$ cat config.mk
export PLATFORM = sky130hd
export DESIGN_NAME = tracking_loop_arbiter
export DESIGN_NICKNAME = d
export VERILOG_FILES = /design/src/rtl/tracking_loop_arbiter.sv
export SDC_FILE = /design/constraint.sdc
export NUM_CORES = 1
export LEC_CHECK = 0
export ABC_CLOCK_PERIOD_IN_PS = 2400
export CAP_MARGIN = 10
export CORE_AREA = 4 4 608 610
export DETAILED_ROUTE_END_ITERATION = 10
export DIE_AREA = 0 0 612 614
export PLACE_DENSITY = 0.3
export SETUP_SLACK_MARGIN = 0.2
export SYNTH_ARGS = -nofsm -noshare
export SYNTH_HDL_FRONTEND = slang
export SYNTH_SLANG_ARGS = --single-unit
$ cat constraint.sdc
create_clock -name clk -period 2.4 [get_ports clk]
set_clock_uncertainty 0.1 [all_clocks]
set_input_delay 0.48 -clock clk [delete_from_list [all_inputs] [get_ports clk]]
set_output_delay 0.48 -clock clk [all_outputs]
set_load 0.005 [all_outputs]
$ cat src/rtl/tracking_loop_arbiter.sv
// Round-robin arbiter sharing one tracking-loop datapath among NUM_CHANNELS channels.
// Latches per-channel requests, issues one grant at a time and returns results to the owner.
module tracking_loop_arbiter #(
    parameter int NUM_CHANNELS = 4,
    parameter int HIST_WIDTH   = 256,
    parameter int RESULT_WIDTH = 128,
    parameter int LOOP_TIMEOUT = 1023
) (
    input  logic                               clk,
    input  logic                               global_reset_n,
    input  logic [NUM_CHANNELS-1:0]            channel_enable,
    input  logic [NUM_CHANNELS-1:0]            i2q2_valid,
    input  logic [NUM_CHANNELS*HIST_WIDTH-1:0] hist_in,
    output logic                               loop_start,
    output logic [HIST_WIDTH-1:0]              loop_hist,
    input  logic                               loop_ready,
    input  logic [RESULT_WIDTH-1:0]            loop_result,
    output logic [NUM_CHANNELS-1:0]            tracking_ready,
    output logic [RESULT_WIDTH-1:0]            result_out,
    output logic [$clog2(NUM_CHANNELS)-1:0]    result_channel,
    output logic                               busy,
    output logic [NUM_CHANNELS-1:0]            overrun,
    output logic                               timeout,
    output logic [1:0]                         state_dbg
);

    localparam int CW = $clog2(NUM_CHANNELS);
    localparam int TW = $clog2(LOOP_TIMEOUT + 1);

    // Handshake: i2q2_valid, loop_start, loop_ready and tracking_ready are all single-cycle
    // strobes with no back-pressure; data travels alongside its strobe in the same cycle.
    typedef enum logic [1:0] {S_IDLE, S_ISSUE, S_WAIT, S_DONE} state_t;

    state_t                    state_q, state_d;
    logic [NUM_CHANNELS-1:0]   pending_q, pending_d;
    logic [CW-1:0]             rr_ptr_q, rr_ptr_d;
    logic [CW-1:0]             gnt_q, gnt_d;
    logic [TW-1:0]             timer_q, timer_d;
    logic                      loop_start_q, loop_start_d;
    logic [HIST_WIDTH-1:0]     loop_hist_q, loop_hist_d;
    logic [NUM_CHANNELS-1:0]   tracking_ready_q, tracking_ready_d;
    logic [RESULT_WIDTH-1:0]   result_q, result_d;
    logic [CW-1:0]             result_channel_q, result_channel_d;
    logic                      busy_q, busy_d;
    logic [NUM_CHANNELS-1:0]   overrun_q, overrun_d;
    logic                      timeout_q, timeout_d;

    logic                      pick_found;
    logic [CW-1:0]             pick_idx;
    logic [NUM_CHANNELS-1:0]   pick_oh;
    logic [NUM_CHANNELS-1:0]   gnt_oh;
    logic [NUM_CHANNELS-1:0]   req_set;
    logic [NUM_CHANNELS-1:0]   grant_clr;
    logic [CW-1:0]             gnt_next;

    assign req_set  = i2q2_valid & channel_enable;
    assign pick_oh  = {{(NUM_CHANNELS-1){1'b0}}, 1'b1} << pick_idx;
    assign gnt_oh   = {{(NUM_CHANNELS-1){1'b0}}, 1'b1} << gnt_q;
    assign gnt_next = (gnt_q == CW'(NUM_CHANNELS - 1)) ? '0 : gnt_q + 1'b1;

    // First pending channel at or above rr_ptr, wrapping around.
    always_comb begin
        pick_found = 1'b0;
        pick_idx   = '0;
        for (int i = 0; i < NUM_CHANNELS; i++) begin
            if (!pick_found && pending_q[(int'(rr_ptr_q) + i) % NUM_CHANNELS]) begin
                pick_found = 1'b1;
                pick_idx   = CW'((int'(rr_ptr_q) + i) % NUM_CHANNELS);
            end
        end
    end

    always_comb begin
        state_d          = state_q;
        rr_ptr_d         = rr_ptr_q;
        gnt_d            = gnt_q;
        timer_d          = timer_q;
        loop_start_d     = 1'b0;
        loop_hist_d      = loop_hist_q;
        tracking_ready_d = '0;
        result_d         = result_q;
        result_channel_d = result_channel_q;
        timeout_d        = timeout_q;
        grant_clr        = '0;
        overrun_d        = overrun_q | (req_set & pending_q);

        case (state_q)
            S_IDLE: begin
                if (pick_found) begin
                    gnt_d        = pick_idx;
                    loop_hist_d  = hist_in[int'(pick_idx)*HIST_WIDTH +: HIST_WIDTH];
                    grant_clr    = pick_oh;
                    loop_start_d = 1'b1;
                    state_d      = S_ISSUE;
                end
            end
            S_ISSUE: begin
                timer_d = '0;
                state_d = S_WAIT;
            end
            S_WAIT: begin
                // A ready arriving on the final timer count still completes normally.
                if (loop_ready) begin
                    result_d         = loop_result;
                    result_channel_d = gnt_q;
                    tracking_ready_d = gnt_oh;
                    state_d          = S_DONE;
                end else if (timer_q == TW'(LOOP_TIMEOUT)) begin
                    timeout_d = 1'b1;
                    rr_ptr_d  = gnt_next;
                    state_d   = S_IDLE;
                end else begin
                    timer_d = timer_q + 1'b1;
                end
            end
            S_DONE: begin
                rr_ptr_d = gnt_next;
                state_d  = S_IDLE;
            end
            default: state_d = S_IDLE;
        endcase

        // A new request on the same edge as a clear keeps the channel pending.
        pending_d = (pending_q & ~(grant_clr | ~channel_enable)) | req_set;
        busy_d    = (state_d != S_IDLE);
    end

    always_ff @(posedge clk or negedge global_reset_n) begin
        if (!global_reset_n) begin
            state_q          <= S_IDLE;
            pending_q        <= '0;
            rr_ptr_q         <= '0;
            gnt_q            <= '0;
            timer_q          <= '0;
            loop_start_q     <= 1'b0;
            loop_hist_q      <= '0;
            tracking_ready_q <= '0;
            result_q         <= '0;
            result_channel_q <= '0;
            busy_q           <= 1'b0;
            overrun_q        <= '0;
            timeout_q        <= 1'b0;
        end else begin
            state_q          <= state_d;
            pending_q        <= pending_d;
            rr_ptr_q         <= rr_ptr_d;
            gnt_q            <= gnt_d;
            timer_q          <= timer_d;
            loop_start_q     <= loop_start_d;
            loop_hist_q      <= loop_hist_d;
            tracking_ready_q <= tracking_ready_d;
            result_q         <= result_d;
            result_channel_q <= result_channel_d;
            busy_q           <= busy_d;
            overrun_q        <= overrun_d;
            timeout_q        <= timeout_d;
        end
    end

    assign loop_start     = loop_start_q;
    assign loop_hist      = loop_hist_q;
    assign tracking_ready = tracking_ready_q;
    assign result_out     = result_q;
    assign result_channel = result_channel_q;
    assign busy           = busy_q;
    assign overrun        = overrun_q;
    assign timeout        = timeout_q;
    assign state_dbg      = state_q;

endmodule

==> flow_summary.html <==
<table>
<tr><th>Metric</th><th>Value</th></tr>
<tr><th colspan="2">Routing</th></tr>
<tr><td>Final antenna-violating net count</td><td>0</td></tr>
<tr><td># DRC</td><td>0</td></tr>
<tr><td>First-pass iteration count of the detailed router</td><td>5</td></tr>
<tr><td>Length of routed wiring on met1</td><td>114,000 um</td></tr>
<tr><td>Post-DR wirelength/cell</td><td>35.1 um</td></tr>
<tr><td>Top routing layer in use</td><td>met5</td></tr>
<tr><td>Total length of routed met2 wires</td><td>146,000 um</td></tr>
<tr><td>Number of DRC violations after detailed-routing iteration 0</td><td>1,432</td></tr>
<tr><td>Routed vias/inst</td><td>2.99</td></tr>
<tr><td>Met3 layer wire length in the routed design</td><td>33,700 um</td></tr>
<tr><td>Number of vias after detailed routing</td><td>25,800</td></tr>
<tr><td>Sum of routed wire length over all layers</td><td>302,000 um</td></tr>
<tr><th colspan="2">Floorplan</th></tr>
<tr><td>Die boundary height</td><td>614 um</td></tr>
<tr><td>Core Rows</td><td>222</td></tr>
<tr><td>I/O pin cnt</td><td>1,562</td></tr>
<tr><td>Effective utilization at floorplan</td><td>0.0609</td></tr>
<tr><td>Die W</td><td>612 um</td></tr>
<tr><td>Total Die Area</td><td>376,000 um2</td></tr>
<tr><td>Core area</td><td>364,000 um2</td></tr>
<tr><th colspan="2">Critical path</th></tr>
<tr><td>Cell with the most instances on the worst path</td><td>buf_16</td></tr>
<tr><td>Data arrival time of the worst path</td><td>3000 ps</td></tr>
<tr><td>Crit. End Element</td><td>flip-flop</td></tr>
<tr><td>Crit path kind</td><td>reg2reg</td></tr>
<tr><td>Data required time of the critical path</td><td>2940 ps</td></tr>
<tr><td>Critical path peak fanout</td><td>6</td></tr>
<tr><td>Buffers and inverters on the worst path</td><td>6</td></tr>
<tr><td>Standard cell with the maximum stage delay on the critical path</td><td>dfrtp_1</td></tr>
<tr><td>Count of cell instances traversed by the critical path</td><td>11</td></tr>
<tr><td>CP Launch Type</td><td>flip-flop</td></tr>
<tr><td>Depth of the most critical reg-to-reg path</td><td>11</td></tr>
<tr><td>Worst path cell trace</td><td>nor2b_4 &gt; nor3b_4 &gt; o22ai_4 &gt; buf_6 &gt; buf_16 &gt; buf_16 &gt; buf_12 &gt; buf_16 &gt; mux2i_1 &gt; buf_4 &gt; o221ai_2</td></tr>
<tr><td>Biggest cell delay along the critical path</td><td>420 ps</td></tr>
<tr><td>Delay-heaviest family, CP</td><td>buffers and inverters</td></tr>
<tr><th colspan="2">Clock network</th></tr>
<tr><td>Number of H-tree levels</td><td>3</td></tr>
<tr><td>Root buf cell</td><td>clkbuf_16</td></tr>
<tr><td>Clock transition at the register clock pins on the worst setup and hold paths after CTS</td><td>60 ps</td></tr>
<tr><td>Buffer levels on the longest clock path</td><td>4</td></tr>
<tr><td>Total CTS buffers</td><td>78</td></tr>
<tr><td>CTS tree</td><td>built</td></tr>
<tr><td>Skew-Pair Late Insertion Delay</td><td>810 ps</td></tr>
<tr><td>Total number of clock tree sinks</td><td>417</td></tr>
<tr><th colspan="2">Pwr</th></tr>
<tr><td>Power per unit of standard cell area</td><td>1130 nW/um2</td></tr>
<tr><td>Leak Pwr</td><td>21.6 nW</td></tr>
<tr><td>Worst-case vdd ir drop</td><td>0.000507 V</td></tr>
<tr><td>Total power</td><td>60.0 mW</td></tr>
<tr><th colspan="2">STA</th></tr>
<tr><td>Fmax</td><td>405 MHz</td></tr>
<tr><td>Slew @ Worst Pin</td><td>678 ps</td></tr>
<tr><td>Crit path time final</td><td>2470 ps</td></tr>
<tr><td>Count of final hold-check violations</td><td>0</td></tr>
<tr><td>Share of the cycle needed by the critical path after routing</td><td>1.03</td></tr>
<tr><td>Final setup fails</td><td>52</td></tr>
<tr><td>RSZ-0062 raised after global routing</td><td>true</td></tr>
<tr><td>Final slew viol count</td><td>0</td></tr>
<tr><td>Worst setup slack after layout</td><td>-66.7 ps</td></tr>
<tr><td>Relative slew margins</td><td>0.548</td></tr>
<tr><th colspan="2">GRT</th></tr>
<tr><td>GR Overflow Total</td><td>0</td></tr>
<tr><td>Via count of the first global-routing pass</td><td>26,500</td></tr>
<tr><td>Global-route wire length before repair</td><td>352,000 um</td></tr>
<tr><td>Pin count of the biggest net entering global routing</td><td>75</td></tr>
<tr><td>Overall track demand over capacity in global routing</td><td>0.149</td></tr>
<tr><td>Antenna violations before repair</td><td>241</td></tr>
<tr><th colspan="2">Yosys</th></tr>
<tr><td>Syn Inst Count</td><td>1,845</td></tr>
<tr><td>Total standard cell area after synthesis</td><td>22,200 um2</td></tr>
<tr><td>Syn Nets</td><td>3,013</td></tr>
<tr><td>Post-synthesis mux area share</td><td>0.297</td></tr>
<tr><td>List of most frequent post-synthesis cells</td><td>mux2i_1, dfrtp_1, nand2_1</td></tr>
<tr><td>EDFF count, synth</td><td>0</td></tr>
<tr><td>Top FF cell, synth</td><td>dfrtp_1</td></tr>
<tr><td>Portion of synthesized cell area occupied by the leading cell type</td><td>0.470</td></tr>
<tr><td>Synth Area in Simple Gates</td><td>0.0568</td></tr>
<tr><td>Post-synthesis cell type count</td><td>53</td></tr>
<tr><td>Synth top area cells</td><td>dfrtp_1, mux2i_1, o221ai_1</td></tr>
<tr><td>Xor and xnor fraction of the mapped netlist area</td><td>0.00118</td></tr>
<tr><td>Post-synth top area cell</td><td>dfrtp_1</td></tr>
<tr><td>Post-synthesis adder-cell area fraction</td><td>0.00282</td></tr>
<tr><td>Most common cell in the netlist</td><td>mux2i_1</td></tr>
<tr><td>Mean instance size in the synthesized netlist</td><td>12.0 um2</td></tr>
<tr><td>Count of state elements after synthesis</td><td>417</td></tr>
<tr><td>Complex-gate fraction of the synthesized area</td><td>0.117</td></tr>
<tr><td>Sequential cell area fraction in the yosys report</td><td>0.470</td></tr>
<tr><td>Dominant combinational cell family by area after synthesis</td><td>multiplexers</td></tr>
<tr><td>YS warnings</td><td>0</td></tr>
<tr><td>Synth async-reset ratio</td><td>1.00</td></tr>
<tr><th colspan="2">Placement</th></tr>
<tr><td>Post-detail-place hpwl</td><td>257,000 um</td></tr>
<tr><td>Count of buffers from port buffering</td><td>1,561</td></tr>
<tr><td>Routability cong.</td><td>0.859</td></tr>
<tr><td>Cell count after placement</td><td>8,305</td></tr>
<tr><th colspan="2">Worst hold path</th></tr>
<tr><td>Path category of the worst min-delay check</td><td>in2async</td></tr>
<tr><th colspan="2">Finish</th></tr>
<tr><td>Number of non-filler instances in the completed layout</td><td>8,617</td></tr>
<tr><td>Filler cell count in the final layout</td><td>40,900</td></tr>
<tr><td>Layout cell share with drive strength beyond 1</td><td>0.293</td></tr>
<tr><td>Relative area change from synthesis to final layout</td><td>139%</td></tr>
<tr><td>Number of nets in the layout</td><td>4,885</td></tr>
<tr><th colspan="2">Run</th></tr>
<tr><td>Max_cap viols</td><td>0</td></tr>
<tr><th colspan="2">Status</th></tr>
<tr><td>Violations in the final reports</td><td>negative setup slack</td></tr>
<tr><td>Run status</td><td>complete, but fails checks</td></tr>
</table>
-- state kept, by name, indices dropped and copies added (netlist names), 2 cells and up --
name,cells
rr_ptr_q,2
tracking_ready,4
pending_q,4
result_out,128
result_channel,2
overrun,4
loop_hist,256
state_dbg,2
timer_q,10
gnt_q,2
-- placed cells by master, fill, tap and decap left out, types with 5 or more instances in the layout --
master / count
clkdlybuf4s50_1: 1161
dfrtp_1: 404
mux2i_1: 310
nand2_1: 270
buf_4: 200
dlygate4sd2_1: 176
o221ai_1: 158
mux2i_4: 119
clkbuf_16: 104
o221ai_2: 97
mux2_2: 87
mux2i_2: 83
buf_6: 78
buf_12: 75
clkdlybuf4s15_2: 71
buf_2: 46
buf_16: 44
mux2_1: 43
diode_2: 31
buf_8: 28
clkdlybuf4s15_1: 28
clkbuf_1: 19
dlymetal6s2s_1: 15
dfrtp_2: 13
clkbuf_8: 12
nor2_1: 8
clkinv_2: 8
and3_1: 6
nand3_1: 6
o21a_1: 6
a21oi_1: 5
ha_1: 5
bufinv_16: 5
-- through the flow --
stage | setup TNS, ps | hold slack (ps) | instance area [um2] | setup slack, ps | util
finish | -1060 | 70.3 | 53100 | -66.7 | 0.146
floorplan | 0 | 84.4 | 22200 | 509 | -
global placement | -2810 | 359 | 45200 | -790 | 0.124
global route | -13750 | 45.2 | 53000 | -155 | 0.145
CTS | -1310 | 10.6 | 50400 | -71.1 | 0.138
detailed placement | -2100 | 359 | 45200 | -313 | 0.124
-- cell families (layout without fill, tap and decap cells) --
logic type / count (synthesis) / after routing
multiplexers: 642 / 642
flip-flops: 417 / 417
AO/OA/AOI/OAI: 302 / 302
adder cells (fa/ha/maj): 5 / 5
AND/OR/NAND/NOR: 309 / 309
buffers and inverters: 167 / 2092
other: 0 / 31
XOR/XNOR: 3 / 3
-- what timing repair did --
item                                    4_1_cts  5_1_grt
endpoints found under the hold margin       148        0
hold buffers                                  1        0
pin swaps                                    48       77
buffers inserted                             50       46
gates cloned                                 21       30
endpoints found under the setup margin      591      276
gates resized for setup                    1097      301
-- path summary, 6_finish.rpt --
check | endpoint | slack [ps] | startpoint
max | loop_hist[244] | -70 | pending_q[2]
min | loop_hist[173] | 70 | global_reset_n
max reg2reg | loop_hist[244] | -70 | pending_q[2]
min reg2reg | timeout | 370 | timeout
max in group asynchronous | loop_hist[44] | 1130 | global_reset_n
min in group clk | result_out[97] | 150 | loop_result[97]
-- per-layer routing --
layer	vias to the layer above	GRT usage
met2	1352	0.256
li1	10900	-
met4	118	0.0280
met3	537	0.0759
met5	-	0
met1	12900	0.164
-- report_power, final --
part	switching, mW	internal, mW
registers	2.58	10.5
logic	18.2	17.2
clock network	4.67	6.94
-- area by class of cell --
class                           instances  area [um2]  share of cell area
Tap cell                             4816        6030               0.114
Clock buffer                          110        2210              0.0417
Multi-Input combinational cell       1261       13000               0.246
Inverter                                5        31.3            0.000589
Clock inverter                         23         284             0.00535
Timing Repair Buffer                 1954       20900               0.395
Antenna cell                           31        77.6             0.00146
Sequential cell                       417       10500               0.197
Note: power is estimated with default switching activity, not from simulation.
